[config.mk]
export PLATFORM = sky130hd
export DESIGN_NAME = core_seq_ctrl_flat
export DESIGN_NICKNAME = d
export VERILOG_FILES = /design/src/rtl/core_seq_ctrl_if.sv /design/src/rtl/core_seq_ctrl.sv /design/src/flat_wrapper.sv
export SDC_FILE = /design/constraint.sdc
export NUM_CORES = 1
export LEC_CHECK = 0
export CORE_MARGIN = 10
export CORE_UTILIZATION = 41
export DETAILED_ROUTE_END_ITERATION = 12
export DONT_BUFFER_PORTS = 1
export SLEW_MARGIN = 40
export SYNTH_ARGS = -nofsm -noshare
export SYNTH_HDL_FRONTEND = slang
export SYNTH_SLANG_ARGS = --single-unit
[constraint.sdc]
create_clock -name clk -period 6.15 [get_ports clk]
set_input_delay 0.615 -clock clk [delete_from_list [all_inputs] [get_ports clk]]
set_output_delay 0.615 -clock clk [all_outputs]
set_load 0.01 [all_outputs]
[src/rtl/core_seq_ctrl_if.sv]
// Host/core-facing signals of the conv-layer instruction sequencer.
// The host drives start, mode and OFIFO status; the sequencer drives the inst word and status.
interface core_seq_ctrl_if;
  logic        start;
  logic        mode_in;
  logic        ofifo_valid;
  logic [34:0] inst;
  logic        acc_clr;
  logic        busy;
  logic        done;

  modport master (output start, mode_in, ofifo_valid, input inst, acc_clr, busy, done);
  modport slave  (input start, mode_in, ofifo_valid, output inst, acc_clr, busy, done);
endinterface

[src/rtl/core_seq_ctrl.sv]
// Instruction sequencer for one conv layer: nine kij passes into pmem, then
// the per-output accumulation pass. Every output, including inst, is registered.
//
// state      | meaning
// IDLE       | waiting for start
// W_L0       | weight tile row i from xmem into L0
// W_LOAD     | weights from L0 into the PEs
// X_L0       | activations from xmem into L0
// EXEC       | stream activations through the array
// FLUSH      | drain the array
// OFIFO      | move LEN_NIJ psums from OFIFO to pmem, gated by ofifo_valid
// ACC_CLR    | clear the SFP accumulator
// ACC_RD     | read the nine psums of output o
// ACC_TAIL   | accumulate the final read
// DONE       | one-cycle done pulse
module core_seq_ctrl #(
  parameter int COL       = 8,
  parameter int ROW       = 8,
  parameter int IW        = 6,
  parameter int K         = 3,
  parameter int W_BASE    = 1024,
  parameter int PSUM_BASE = 0
) (
  input  logic            clk,
  input  logic            reset,
  core_seq_ctrl_if.slave  bus
);

  localparam int OW       = IW - K + 1;
  localparam int LEN_NIJ  = IW * IW;
  localparam int LEN_ONIJ = OW * OW;
  localparam int LEN_KIJ  = K * K;

  localparam logic [6:0] ST_OFRD = 7'b1000000;
  localparam logic [6:0] ST_L0RD = 7'b0001000;
  localparam logic [6:0] ST_L0WR = 7'b0000100;
  localparam logic [6:0] ST_EXE  = 7'b0000010;
  localparam logic [6:0] ST_LOAD = 7'b0000001;

  typedef enum logic [3:0] {
    S_IDLE, S_W_L0, S_W_LOAD, S_X_L0, S_EXEC, S_FLUSH,
    S_OFIFO, S_ACC_CLR, S_ACC_RD, S_ACC_TAIL, S_DONE
  } state_t;

  state_t      state;
  logic        mode_q;
  logic [3:0]  kij;
  logic [10:0] cnt;
  logic [7:0]  o_row, o_col, ki, kj, j;
  logic [34:0] inst_q;
  logic        acc_clr_q, busy_q, done_q;
  logic [10:0] w_addr, p_wr_addr, p_rd_addr;

  // {mode, acc, CEN_p, WEN_p, A_p, CEN_x, WEN_x (always read), A_x, strobes}
  function automatic logic [34:0] word(input logic m, input logic acc, input logic cen_p,
                                       input logic wen_p, input logic [10:0] a_p,
                                       input logic cen_x, input logic [10:0] a_x,
                                       input logic [6:0] str);
    return {m, acc, cen_p, wen_p, a_p, cen_x, 1'b1, a_x, str};
  endfunction

  assign w_addr    = 11'(W_BASE + 32'(kij) * COL + 32'(cnt));
  assign p_wr_addr = 11'(PSUM_BASE + 32'(kij) * LEN_NIJ + 32'(cnt));
  assign p_rd_addr = 11'(PSUM_BASE + 32'(j) * LEN_NIJ + (32'(o_row) + 32'(ki)) * IW
                         + 32'(o_col) + 32'(kj));

  assign bus.inst    = inst_q;
  assign bus.acc_clr = acc_clr_q;
  assign bus.busy    = busy_q;
  assign bus.done    = done_q;

  always_ff @(posedge clk or posedge reset) begin
    if (reset) begin
      state     <= S_IDLE;
      mode_q    <= 1'b0;
      kij       <= '0;
      cnt       <= '0;
      o_row     <= '0;
      o_col     <= '0;
      ki        <= '0;
      kj        <= '0;
      j         <= '0;
      inst_q    <= word(1'b0, 1'b0, 1'b1, 1'b1, 11'd0, 1'b1, 11'd0, 7'd0);
      acc_clr_q <= 1'b0;
      busy_q    <= 1'b0;
      done_q    <= 1'b0;
    end else begin
      inst_q    <= word(mode_q, 1'b0, 1'b1, 1'b1, 11'd0, 1'b1, 11'd0, 7'd0);
      acc_clr_q <= 1'b0;
      done_q    <= 1'b0;
      case (state)
        S_IDLE: begin
          if (bus.start) begin
            mode_q <= bus.mode_in;
            inst_q <= word(bus.mode_in, 1'b0, 1'b1, 1'b1, 11'd0, 1'b1, 11'd0, 7'd0);
            busy_q <= 1'b1;
            kij    <= '0;
            cnt    <= '0;
            state  <= S_W_L0;
          end
        end
        S_W_L0: begin
          inst_q <= word(mode_q, 1'b0, 1'b1, 1'b1, 11'd0, 1'b0, w_addr, ST_L0WR);
          if (cnt == 11'(COL - 1)) begin
            cnt   <= '0;
            state <= S_W_LOAD;
          end else cnt <= cnt + 11'd1;
        end
        S_W_LOAD: begin
          inst_q <= word(mode_q, 1'b0, 1'b1, 1'b1, 11'd0, 1'b1, 11'd0, ST_L0RD | ST_LOAD);
          if (cnt == 11'(COL - 1)) begin
            cnt   <= '0;
            state <= S_X_L0;
          end else cnt <= cnt + 11'd1;
        end
        S_X_L0: begin
          inst_q <= word(mode_q, 1'b0, 1'b1, 1'b1, 11'd0, 1'b0, cnt, ST_L0WR);
          if (cnt == 11'(LEN_NIJ - 1)) begin
            cnt   <= '0;
            state <= S_EXEC;
          end else cnt <= cnt + 11'd1;
        end
        S_EXEC: begin
          inst_q <= word(mode_q, 1'b0, 1'b1, 1'b1, 11'd0, 1'b1, 11'd0, ST_L0RD | ST_EXE);
          if (cnt == 11'(LEN_NIJ - 1)) begin
            cnt   <= '0;
            state <= S_FLUSH;
          end else cnt <= cnt + 11'd1;
        end
        S_FLUSH: begin
          inst_q <= word(mode_q, 1'b0, 1'b1, 1'b1, 11'd0, 1'b1, 11'd0, ST_L0RD | ST_EXE);
          if (cnt == 11'(ROW + COL - 1)) begin
            cnt   <= '0;
            state <= S_OFIFO;
          end else cnt <= cnt + 11'd1;
        end
        S_OFIFO: begin
          // A cycle without ofifo_valid keeps the idle word and holds the count.
          if (bus.ofifo_valid) begin
            inst_q <= word(mode_q, 1'b0, 1'b0, 1'b0, p_wr_addr, 1'b1, 11'd0, ST_OFRD);
            if (cnt == 11'(LEN_NIJ - 1)) begin
              cnt <= '0;
              kij <= kij + 4'd1;
              if (kij == 4'(LEN_KIJ - 1)) begin
                o_row <= '0;
                o_col <= '0;
                state <= S_ACC_CLR;
              end else state <= S_W_L0;
            end else cnt <= cnt + 11'd1;
          end
        end
        S_ACC_CLR: begin
          acc_clr_q <= 1'b1;
          j         <= '0;
          ki        <= '0;
          kj        <= '0;
          state     <= S_ACC_RD;
        end
        S_ACC_RD: begin
          // acc trails the read by one cycle to cover pmem read latency.
          inst_q <= word(mode_q, (j != 8'd0), 1'b0, 1'b1, p_rd_addr, 1'b1, 11'd0, 7'd0);
          if (kj == 8'(K - 1)) begin
            kj <= '0;
            ki <= ki + 8'd1;
          end else kj <= kj + 8'd1;
          j <= j + 8'd1;
          if (j == 8'(LEN_KIJ - 1)) state <= S_ACC_TAIL;
        end
        S_ACC_TAIL: begin
          inst_q <= word(mode_q, 1'b1, 1'b1, 1'b1, 11'd0, 1'b1, 11'd0, 7'd0);
          state  <= S_ACC_CLR;
          if (o_col == 8'(OW - 1)) begin
            o_col <= '0;
            if (o_row == 8'(OW - 1)) state <= S_DONE;
            else o_row <= o_row + 8'd1;
          end else o_col <= o_col + 8'd1;
        end
        S_DONE: begin
          done_q <= 1'b1;
          busy_q <= 1'b0;
          state  <= S_IDLE;
        end
        default: state <= S_IDLE;
      endcase
    end
  end

endmodule
[src/flat_wrapper.sv]
// flat-port wrapper written by rule: the top's interface ports become plain ports
module core_seq_ctrl_flat 
#(
  parameter int COL       = 8,
  parameter int ROW       = 8,
  parameter int IW        = 6,
  parameter int K         = 3,
  parameter int W_BASE    = 1024,
  parameter int PSUM_BASE = 0
)
  (clk, reset, bus_start, bus_mode_in, bus_ofifo_valid, bus_inst, bus_acc_clr, bus_busy, bus_done);
  core_seq_ctrl_if bus_i ();
  input  logic clk;
  input  logic reset;
  input wire logic [$bits(bus_i.start)-1:0] bus_start;
  input wire logic [$bits(bus_i.mode_in)-1:0] bus_mode_in;
  input wire logic [$bits(bus_i.ofifo_valid)-1:0] bus_ofifo_valid;
  output wire logic [$bits(bus_i.inst)-1:0] bus_inst;
  output wire logic [$bits(bus_i.acc_clr)-1:0] bus_acc_clr;
  output wire logic [$bits(bus_i.busy)-1:0] bus_busy;
  output wire logic [$bits(bus_i.done)-1:0] bus_done;
  assign bus_i.start = bus_start;
  assign bus_i.mode_in = bus_mode_in;
  assign bus_i.ofifo_valid = bus_ofifo_valid;
  assign bus_inst = bus_i.inst;
  assign bus_acc_clr = bus_i.acc_clr;
  assign bus_busy = bus_i.busy;
  assign bus_done = bus_i.done;
  core_seq_ctrl #(.COL(COL), .ROW(ROW), .IW(IW), .K(K), .W_BASE(W_BASE), .PSUM_BASE(PSUM_BASE)) u_core (.clk(clk), .reset(reset), .bus(bus_i));
endmodule
## Word-level counts from Yosys, hierarchy flattened

Index checks and enable logic that the tools add are counted.

| storage, ports and cells | value |
|---|---|
| flip-flop bits (word level) | 98 |
| input bits | 5 |
| output and inout bits | 38 |
| word-level logic and storage cells | 122 |

| cells by class | value |
|---|---|
| add/sub/neg operators | 14 |
| $mul | 3 |
| equality and inequality tests | 31 |
| muxes and demuxes | 43 |
| reductions and logical operators | 18 |

Operators by type and width:

| kind | count |
|---|---|
| $pmux W35 S8 | 1 |
| $pmux W8 S2 | 5 |
| $mux W8 | 8 |
| $mux W4 | 14 |
| $mux W11 | 5 |
| $pmux W11 S5 | 1 |
| $add A8 B1 Y8 const B | 5 |
| $pmux W4 S10 | 1 |
| $mux W35 | 1 |
| $mux W33 | 1 |
| $mul A32 B2 Y10 const B | 1 |
| $eq A8 B2 Y1 const B | 3 |
| $add A11 B11 Y11 | 2 |
| $add A11 B8 Y11 | 2 |
| $ne A2 B1 Y1 const B | 10 |
| $eq A4 B3 Y1 const B | 4 |
| $eq A4 B4 Y1 const B | 4 |
| $add A10 B11 Y11 | 1 |
| $add A11 B1 Y11 const B | 1 |
| $add A11 B7 Y11 const A | 1 |
| $eq A11 B3 Y1 const B | 1 |
| $eq A11 B4 Y1 const B | 1 |
| $eq A11 B6 Y1 const B | 1 |
| $add A8 B8 Y9 | 1 |
| 21 further kinds | 34 |

## Longest topological paths before layout

Gate-level depths: netlist (run 1).

| depth | value |
|---|---|
| depth in word-level cells | 6 |
| depth in mapped cells | 22 |
| gate-level depth less buffers | 22 |

## Worst setup path before layout (run 1)

Ideal clock, no wire load.

| timing path | value |
|---|---|
| path type | register to register |
| start point | reg u_core.ki[0] |
| end point | reg u_core.inst_q[30], in the netlist u_core.bus.inst[30] |
| library setup time | 134 ps |
| data arrival time | 4,978 ps |
| required time | 6,016 ps |
| setup slack | 1,038 ps |
| stages on the path, launching flop included | 22 |
| path through | dfrtp_1 -> ha_1 -> fa_1 -> a21o_1 -> a21oi_1 -> xnor2_1 -> ha_1 -> a21oi_1 -> a21boi_0 -> mux2i_1 -> xor2_1 -> fa_1 -> fa_1 -> inv_1 -> ha_1 -> a41oi_1 -> o21ai_0 -> o31ai_1 -> xnor2_1 -> xnor2_1 -> xnor2_1 -> o22ai_1 |

| between the ends | value |
|---|---|
| word-level cells in the longest chain between the ends | 6 |

Ends and longest elaborated chain:

| item | RTL line | source |
|---|---|---|
| start: declaration | core_seq_ctrl.sv:49 | `logic [7:0] o_row, o_col, ki, kj, j;` |
| start signal: assignment | core_seq_ctrl.sv:164 | `ki <= ki + 8'd1;` |
| $add A8 B8 Y9 | core_seq_ctrl.sv:64 | `assign p_rd_addr = 11'(PSUM_BASE + 32'(j) * LEN_NIJ + (32'(o_row) + 32'(ki)) * IW` |
| $mul A32 B2 Y10 | core_seq_ctrl.sv:64 |  |
| $add A11 B11 Y11 | core_seq_ctrl.sv:64 |  |
| $add A11 B8 Y11 (2 in series) | core_seq_ctrl.sv:65 | `+ 32'(o_col) + 32'(kj));` |
| $pmux W35 S8 | core_seq_ctrl.sv:91 | `case (state)` |
| end signal: assignment | core_seq_ctrl.sv:88 | `inst_q <= word(mode_q, 1'b0, 1'b1, 1'b1, 11'd0, 1'b1, 11'd0, 7'd0);` |
| end signal: assignment | core_seq_ctrl.sv:95 | `inst_q <= word(bus.mode_in, 1'b0, 1'b1, 1'b1, 11'd0, 1'b1, 11'd0, 7'd0);` |
| end signal: assignment | core_seq_ctrl.sv:103 | `inst_q <= word(mode_q, 1'b0, 1'b1, 1'b1, 11'd0, 1'b0, w_addr, ST_L0WR);` |
| end: declaration | core_seq_ctrl.sv:50 | `logic [34:0] inst_q;` |

No other way between the ends.
A chain may end at the register's enable or synchronous reset.

## Final worst setup path (run 1)

| timing path | value |
|---|---|
| start point | reg u_core.ki[1] |
| end point | reg u_core.inst_q[30], in the netlist u_core.bus.inst[30] |

The elaborated chain is that of the path after synthesis.

==> results of run 1 <==
[per-stage QoR]
| stage | hold slack [ns] | utilization, % | power [mW] | cells | setup slack, ns |
|---|---|---|---|---|---|
| after detailed placement | 0.472 | 42.8 | 1.47 | 902 | 0.560 |
| after CTS | 0.0828 | 44.7 | 2.05 | 918 | 0.518 |
| after global placement | 0.463 | 42.8 | 1.46 | 902 | 0.732 |
| after floorplan | 0.469 | - | 1.32 | 705 | 1.04 |
| after global routing | 0.0914 | 44.7 | 2.18 | 918 | 0.0975 |
| final | 0.0827 | 44.7 | 2.04 | 918 | 0.520 |
[cells by family after synthesis]
| logic type | after synthesis | share of synthesized area [%] |
|---|---|---|
| compound gates | 151 | 14.5 |
| xor+xnor | 59 | 7.85 |
| mux | 13 | 2.05 |
| flops | 95 | 36.2 |
| simple gates | 226 | 16.9 |
| other cells | 2 | 0.114 |
| fa+ha+maj | 82 | 17.7 |
| buf+inv | 76 | 4.71 |
[where the power goes]
| part | internal [mW] | total, mW | switching [mW] | leakage, nW |
|---|---|---|---|---|
| Combinational | 0.227 | 0.582 | 0.354 | 1.98 |
| Sequential | 0.719 | 0.879 | 0.160 | 1.29 |
| Clock | 0.318 | 0.575 | 0.257 | 0.143 |
[cell usage after synthesis, types with 17 or more instances]
library cell	count	share of area, %
ha_1	63	12
nand3_1	27	2.1
inv_1	53	3.0
dfrtp_1	92	35
o21ai_0	56	4.3
xor2_1	17	2.3
a21o_1	17	1.9
nor2_1	66	3.8
fa_1	19	5.8
xnor2_1	42	5.6
nor3_1	23	1.7
nand2_1	50	2.8
a21oi_1	32	2.4
[registers in the layout, summed over array words and instances (netlist names)]
name,flops
u_core.bus.acc_clr,1
u_core.bus.busy,1
u_core.bus.done,1
u_core.bus.inst,32
u_core.cnt,11
u_core.j,8
u_core.ki,8
u_core.kij,4
u_core.kj,8
u_core.mode_q,1
u_core.o_col,8
u_core.o_row,8
u_core.state,4
[how the worst max path moves through the flow]
stage | from | endpoint | slack (ns) | depth (start not counted)
5_1_grt | u_core.ki[1]$_DFFE_PP0P_ | u_core.bus.inst[30]$_DFF_PP0_ | 0.1 | 20
6_report | u_core.ki[1]$_DFFE_PP0P_ | u_core.bus.inst[30]$_DFF_PP0_ | 0.52 | 20
2_1_floorplan | u_core.ki[0]$_DFFE_PP0P_ | u_core.bus.inst[30]$_DFF_PP0_ | 1.04 | 21
4_1_cts | u_core.ki[1]$_DFFE_PP0P_ | u_core.bus.inst[30]$_DFF_PP0_ | 0.52 | 20
3_5_place_dp | u_core.ki[1]$_DFFE_PP0P_ | u_core.bus.inst[30]$_DFF_PP0_ | 0.56 | 20
3_3_place_gp | u_core.ki[1]$_DFFE_PP0P_ | u_core.bus.inst[30]$_DFF_PP0_ | 0.73 | 20
[per-layer routing]
| metal | vias to the layer above | global-route usage (%) | share of wire [%] |
|---|---|---|---|
| met5 | - | 0 | 0 |
| met4 | 0 | 3.35 | 1.2 |
| met3 | 11 | 3.38 | 4.4 |
| met2 | 88 | 21.4 | 46 |
| met1 | 2407 | 18.6 | 49 |
| li1 | 2425 | - | - |
[cell type report]
cell class | count | area, µm² | share of cell area, %
Sequential cell | 95 | 2380 | 33.7
Inverter | 55 | 209 | 2.95
Multi-Input combinational cell | 534 | 3900 | 55.1
Tap cell | 216 | 270 | 3.82
Timing Repair Buffer | 2 | 18.8 | 0.265
Clock buffer | 10 | 229 | 3.24
Clock inverter | 6 | 68.8 | 0.972
==> results.cfg, run 1 <==
[synth]
yosys.cell_types.count = 56
synth_area_per_cell_um2 = 9.36
syn_area_um2 = 6590
ys_seq_area_share_pct = 36.2
synth-async-reset-ratio_pct = 100
ys_ff_latch = 95
ys.flop_type = dfrtp_1
ys_warn_count = 0
synth_cells = 704
synth_edf_count = 0

[finish]
n_fill_cell = 1552
num_antenna_cells = 0
layout_commonest_cell = dfrtp_1
synthToLayoutAreaGrowth_pct = 7.45
mostFrequentLayoutCells = dfrtp_1 (91), nor2_1 (66), ha_1 (63), o21ai_0 (56), inv_1 (52)
finish.net_count = 784
drive_gt1_share_pct = 5.56
finalInstanceArea_um2 = 7080

[setup_path]
path_cells = ha_1, a211oi_1, o21ai_0, a221oi_2, ha_1, a21oi_1, a21boi_0, mux2i_1, xor2_1, fa_1, fa_1, inv_1, ha_1, a41oi_1, o21ai_0, o31ai_1, xnor2_1, xnor2_1, xnor2_1, o22ai_1
worstSetupEndpointType = register
r2r-start = u_core.ki[1]$_DFFE_PP0P_
regToRegEndpoint = u_core.bus.inst[30]$_DFF_PP0_
r2r_cells = 20
crit_fanout = 7
critPathTopFamily = compound AO/OA/AOI/OAI gates
worst-path-buf-inv = 1
crit_required_ns = 6.38
slowest_stage = a221oi_2
r2r_slack_ns = 0.52
startpoint_type = register
critical_path_class = reg -> reg
cpPeakStageDelay_ns = 0.57
worst_ep_arrival_time_ns = 5.86

[routing]
drt_wl_total_um = 14700
drc_errors = 0
drt-initial-drc-count = 217
vias_per_cell = 5.37
wl_per_cell_um = 16.0
postRouteAntennaNets = 0
dr.pass1.iters = 5
vias = 4931

[clock_network]
cts_setup_buffers = 0
cts.clk_slew.worst_paths_ns = 0.07
cts_max_level = 3
cts_root_buf = clkbuf_16
hold_buffers = 0
cts_buffers = 9
cts_resized = 0
clk_path_buf_depth = 2
clkLatencyLatePin_ns = 0.36
cts_tree = built
cts_sinks = 95

[placed_design]
hpwl_um = 11300
place_area_um2 = 6780
gp_congestion = 0.898
numPortBuffers = 0

[power]
cellLeakagePower_nw = 3.41
power_per_cell_area_nw_per_um2 = 288
max-vdd-ir-drop_mv = 0.154

[global_route]
track_usage_pct = 13.7
first_global_vias = 4794
overflow = 0
antenna_found_initial = 0
grt_pass1_wl_um = 24400
grt_max_degree = 74

[die]
chipWidth_um = 147
ios = 43
core_um2 = 15800
start_util_pct = 41.6
die_area_um2 = 21500
rows = 46
die_h_um = 147

[timing]
tns_ns = 0
finalSetupViolations = 0
min_period_over_period_pct = 91.5
rsz0062_at_grt = no
drv_slew = 0
worst_pin_slew_ns = 0.764
hold_violations = 0
max_slew_margin_pct = 48.7
max_freq_mhz = 178
layout_min_cycle_time_ns = 5.63
finClkSkew_ns = 0.0110

[job]
drv_cap = 0

[status]
status = completed

[worst_hold_path]
hp-class = in -> async
(Power assumes the default switching activity.)
==> run 2: changes to the inputs <==
- CORE_ASPECT_RATIO: unset -> 1.5
==> run 2 against run 1 <==
Compared with the run above: critical path depth is 1 higher; clock skew hardly changed; global-route usage is 0.94 points higher; non-clock buffer count increased by 3; die area rose by 0.48%; hold slack better by 0.025 ns; register-to-register slack gained 0.05 ns; cell area rose by 0.18%; critical endpoint unchanged.
==> results.cfg, run 2 (synthesis results as in run 1) <==
[status]
status = completed

[setup_path]
worst_ep_arrival_time_ns = 5.80
path_common_cell = xnor2_1
cpPeakStageDelay_ns = 0.52
crit_required_ns = 6.37
critical_path_class = reg -> reg
path_cells = ha_1, fa_1, a21o_1, a21oi_1, xnor2_1, ha_1, a21oi_1, a21boi_0, mux2i_1, xor2_1, fa_1, fa_1, inv_1, ha_1, a41oi_1, o21ai_0, o31ai_1, xnor2_1, xnor2_1, xnor2_1, o22ai_1
r2r_cells = 21
slowest_stage = fa_1
regToRegEndpoint = u_core.bus.inst[30]$_DFF_PP0_
startpoint_type = register
worstSetupEndpointType = register
r2r_slack_ns = 0.57
crit_fanout = 6
r2r-start = u_core.o_row[0]$_DFFE_PP0P_

[timing]
worst_pin_slew_ns = 0.673
max_slew_margin_pct = 54.8
finalSetupViolations = 0
hold_violations = 0
layout_min_cycle_time_ns = 5.58
rsz0062_at_grt = no
drv_slew = 0
tns_ns = 0
max_freq_mhz = 179
fin_ws_ns = 0.567
min_period_over_period_pct = 90.8
finClkSkew_ns = 0.0107

[power]
max-vdd-ir-drop_mv = 0.169
power_per_cell_area_nw_per_um2 = 287
cellLeakagePower_nw = 3.43

[finish]
synthToLayoutAreaGrowth_pct = 7.64
finish.net_count = 787
n_fill_cell = 1536
mostFrequentLayoutCells = dfrtp_1 (91), nor2_1 (66), ha_1 (63), o21ai_0 (56), inv_1 (52)
num_antenna_cells = 0
drive_gt1_share_pct = 6.10
utilization_pct = 45.2
multiInputGateArea_um2 = 3900
regArea_um2 = 2380
largest_register_ffs = 32
layout_commonest_cell = dfrtp_1

[clock_network]
cts_buffers = 9
clkLatencyLatePin_ns = 0.36
clk_path_buf_depth = 2
cts_max_level = 3
cts_tree = built
cts_root_buf = clkbuf_16
cts_resized = 0
cts_sinks = 95
cts.clk_slew.worst_paths_ns = 0.08

[routing]
vias = 5016
drt-initial-drc-count = 264
drt_wl_total_um = 15300
dr.pass1.iters = 4
postRouteAntennaNets = 0
vias_per_cell = 5.52
wl_per_cell_um = 16.9
drc_errors = 0

[placed_design]
gp_congestion = 0.873
pre_cts_slack_ns = 0.559
hpwl_um = 11900
numPortBuffers = 0

[die]
core_um2 = 15700
ios = 43
die_h_um = 175
rows = 56
start_util_pct = 42.0
die_area_um2 = 21600
chipWidth_um = 123

[global_route]
first_global_vias = 5206
antenna_found_initial = 0
overflow = 0
track_usage_pct = 14.7
grt_pass1_wl_um = 25300
grt_max_degree = 66

[job]
drv_cap = 0

[worst_hold_path]
hp-class = in -> async
==> run 2: cell count changes in the layout (fill, tap and decap cells not counted) <==
cell	delta
bufinv_16	-1
buf_4	+3
clkinv_4	+1
inv_8	+1
clkinv_2	-1
clkinv_8	+2
clkinvlp_4	-1
clkbuf_1	-1
==> run 2: what timing repair did <==
| item | in CTS | in global routing |
|---|---|---|
| setup buffers | 0 | 3 |
| hold buffers | 0 | 0 |
| setup endpoints to repair | 0 | 1 |
==> run 2: report_power, final <==
group	switching, mW	internal (mW)
Clock	0.279	0.288
Sequential	0.159	0.718
Combinational	0.362	0.228
Total	0.800	1.23
==> run 2: per-stage QoR <==
stage | std cells | hold slack, ns | cell area (µm²) | total power, mW
CTS | 905 | 0.114 | 7060 | 2.06
detailed placement | 889 | 0.496 | 6760 | 1.48
finish | 908 | 0.107 | 7090 | 2.03
global route | 908 | 0.119 | 7090 | 2.19
global placement | 889 | 0.484 | 6760 | 1.46
floorplan | 705 | 0.469 | 6590 | 1.32
==> run 2: critical path: cells and delay by family (launching register included) <==
kind                     cells  cell delay, ns
adder cells (fa/ha/maj)      6            2.36
AO/OA/AOI/OAI                8            1.52
XOR/XNOR                     5            0.95
flip-flops                   1            0.43
multiplexers                 1            0.14
buffers and inverters        1            0.04
==> run 2: worst max path at each step <==
stage	from	cells after the start	slack, ns	to
2_1_floorplan	u_core.ki[0]$_DFFE_PP0P_	21	1.04	u_core.bus.inst[30]$_DFF_PP0_
3_3_place_gp	u_core.ki[1]$_DFFE_PP0P_	20	0.78	u_core.bus.inst[30]$_DFF_PP0_
3_5_place_dp	u_core.ki[1]$_DFFE_PP0P_	20	0.56	u_core.bus.inst[30]$_DFF_PP0_
4_1_cts	u_core.ki[1]$_DFFE_PP0P_	20	0.49	u_core.bus.inst[30]$_DFF_PP0_
5_1_grt	u_core.o_row[0]$_DFFE_PP0P_	21	0.07	u_core.bus.inst[30]$_DFF_PP0_
6_report	u_core.o_row[0]$_DFFE_PP0P_	21	0.57	u_core.bus.inst[30]$_DFF_PP0_
==> run 2: per-layer routing <==
metal	GRT usage, %	vias to the layer above	share of wire, %
li1	-	2430	-
met1	15.2	2446	38
met2	27.0	110	54
met3	2.61	30	4.2
met4	7.45	0	3.7
met5	0	-	0
==> run 2: final cells by class <==
class	instances	area share, %
tap	203	3.58
multi-input combinational	534	55.0
inverter	55	2.95
clock buffer	9	3.18
clock inverter	7	1.11
timing repair buffer	5	0.582
sequential	95	33.6
==> run 3: changes to the inputs <==
- CORE_UTILIZATION: 41 -> 25
- RECOVER_POWER: unset -> 25
- clock period: 6.15 -> 7.05 ns (I/O delays scaled with it)
==> run 3 against run 2 <==
Compared with the run above: the run now ends with capacitance limit, slew limit left; final cell count rose by 14%; clock power fell by 11%; global-route usage fell by 5.0 points; clock skew fell by 0.0024 ns; setup slack improved by 0.88 ns; sequential share of layout area fell by 0.61 points; largest power group unchanged.
==> results.cfg, run 3 (synthesis results as in run 1) <==
[timing]
max_freq_mhz = 179
tns_ns = 0
rsz0062_at_grt = no
hold_slack_ns = 0.499
layout_min_cycle_time_ns = 5.60
max_slew_margin_pct = -132
worst_pin_slew_ns = 3.48
finalSetupViolations = 0
drv_slew = 98
min_period_over_period_pct = 79.4
hold_violations = 0
finClkSkew_ns = 0.00832

[clock_network]
cts_sinks = 95
cts_buffers = 9
cts_root_buf = clkbuf_16
clk_path_buf_depth = 2
cts.clk_slew.worst_paths_ns = 0.07
cts_tree = built
clkLatencyLatePin_ns = 0.35
hold_buffers = 0
cts_max_level = 3
cts_setup_buffers = 0
cts_resized = 0

[die]
die_h_um = 219
core_um2 = 25900
chipWidth_um = 153
start_util_pct = 25.5
rows = 72
ios = 43
die_area_um2 = 33400

[finish]
multiInputGateArea_um2 = 3900
largest_register_ffs = 32
n_fill_cell = 2726
finalInstanceArea_um2 = 7220
num_antenna_cells = 0
finish.net_count = 784
mostFrequentLayoutCells = dfrtp_1 (91), nor2_1 (66), ha_1 (63), o21ai_0 (56), inv_1 (52)
regArea_um2 = 2380
drive_gt1_share_pct = 5.56
synthToLayoutAreaGrowth_pct = 9.63
layout_commonest_cell = dfrtp_1

[placed_design]
numPortBuffers = 0
place_area_um2 = 6930
hpwl_um = 12500
gp_congestion = 0.861

[routing]
dr.pass1.iters = 5
vias_per_cell = 4.76
drc_errors = 0
postRouteAntennaNets = 0
drt-initial-drc-count = 271
vias = 4922
wl_per_cell_um = 15.4
drt_wl_total_um = 16000

[power]
power_per_cell_area_nw_per_um2 = 249
cellLeakagePower_nw = 3.40
max-vdd-ir-drop_mv = 0.155
p_total_mw = 1.80

[global_route]
overflow = 0
grt_max_degree = 62
track_usage_pct = 9.68
antenna_found_initial = 0
grt_pass1_wl_um = 26400
first_global_vias = 5102

[setup_path]
startpoint_type = register
cpPeakStageDelay_ns = 0.52
path_cells = ha_1, a211oi_1, o21ai_0, a221oi_2, ha_1, a21oi_1, a21boi_0, mux2i_1, xor2_1, fa_1, fa_1, inv_1, ha_1, a41oi_1, o21ai_0, o31ai_1, xnor2_1, xnor2_1, xnor2_1, o22ai_1
slowest_stage = a221oi_2
worstSetupEndpointType = register
crit_fanout = 7
critical_path_class = reg -> reg
crit_required_ns = 7.27
worst_ep_arrival_time_ns = 5.82

[status]
failed_checks = capacitance limit, slew limit
status = finished with violations

[worst_hold_path]
hp-class = in -> reg

[job]
drv_cap = 2
run 3: worst max-delay path, delay by kind of cell, from the launching register on:
family	cells	cell delay [ns]
XOR/XNOR	4	0.63
buffers and inverters	1	0.04
flip-flops	1	0.45
multiplexers	1	0.14
AO/OA/AOI/OAI	9	2.21
adder cells (fa/ha/maj)	5	1.98
run 3: worst paths after layout:
kind                                            endpoint                       from  slack, ns  cells after the start
max                        u_core.bus.inst[30]$_DFF_PP0_   u_core.ki[1]$_DFFE_PP0P_       1.45                     20
min                        u_core.bus.inst[34]$_DFF_PP0_                bus_mode_in       0.50                      1
max reg2reg                u_core.bus.inst[30]$_DFF_PP0_   u_core.ki[1]$_DFFE_PP0P_       1.45                     20
min reg2reg                u_core.bus.inst[34]$_DFF_PP0_  u_core.mode_q$_DFFE_PP0P_       0.51                      1
max in group asynchronous    u_core.state[1]$_DFFE_PP0P_                      reset       2.33                      2
min in group asynchronous   u_core.bus.inst[6]$_DFF_PP0_                      reset       0.57                      1
run 3: layout make-up:
cell class,count,share of cell area (%)
multi-input cells,534,54.1
flip-flops and latches,95,33.0
well taps,333,5.77
clock buffers,11,3.36
inverters,55,2.88
clock inverters,5,0.780
repair buffers,2,0.156
run 3: per-layer routing:
layer  track usage [%]  part of all wire (%)  wire length (µm)  up-vias
met2              18.9                    56              9020       66
li1                  -                     -                 -     2431
met3              2.04                   3.4               535       20
met1              9.73                    38              6090     2405
met4              3.79                   2.0               317        0
met5                 0                     0                 0        -
run 3: per-stage QoR:
stage | util [%] | setup slack [ns] | cells
after floorplan | - | 1.94 | 705
after global placement | 26.8 | 1.57 | 1019
after detailed placement | 26.8 | 1.46 | 1019
after CTS | 27.9 | 1.44 | 1035
after global routing | 27.9 | 0.941 | 1035
final | 27.9 | 1.45 | 1035
run 3: where the power goes:
part	switching [mW]	internal [mW]	leakage (nW)
clock	0.217	0.285	0.146
sequential	0.144	0.627	1.29
combinational	0.322	0.200	1.97
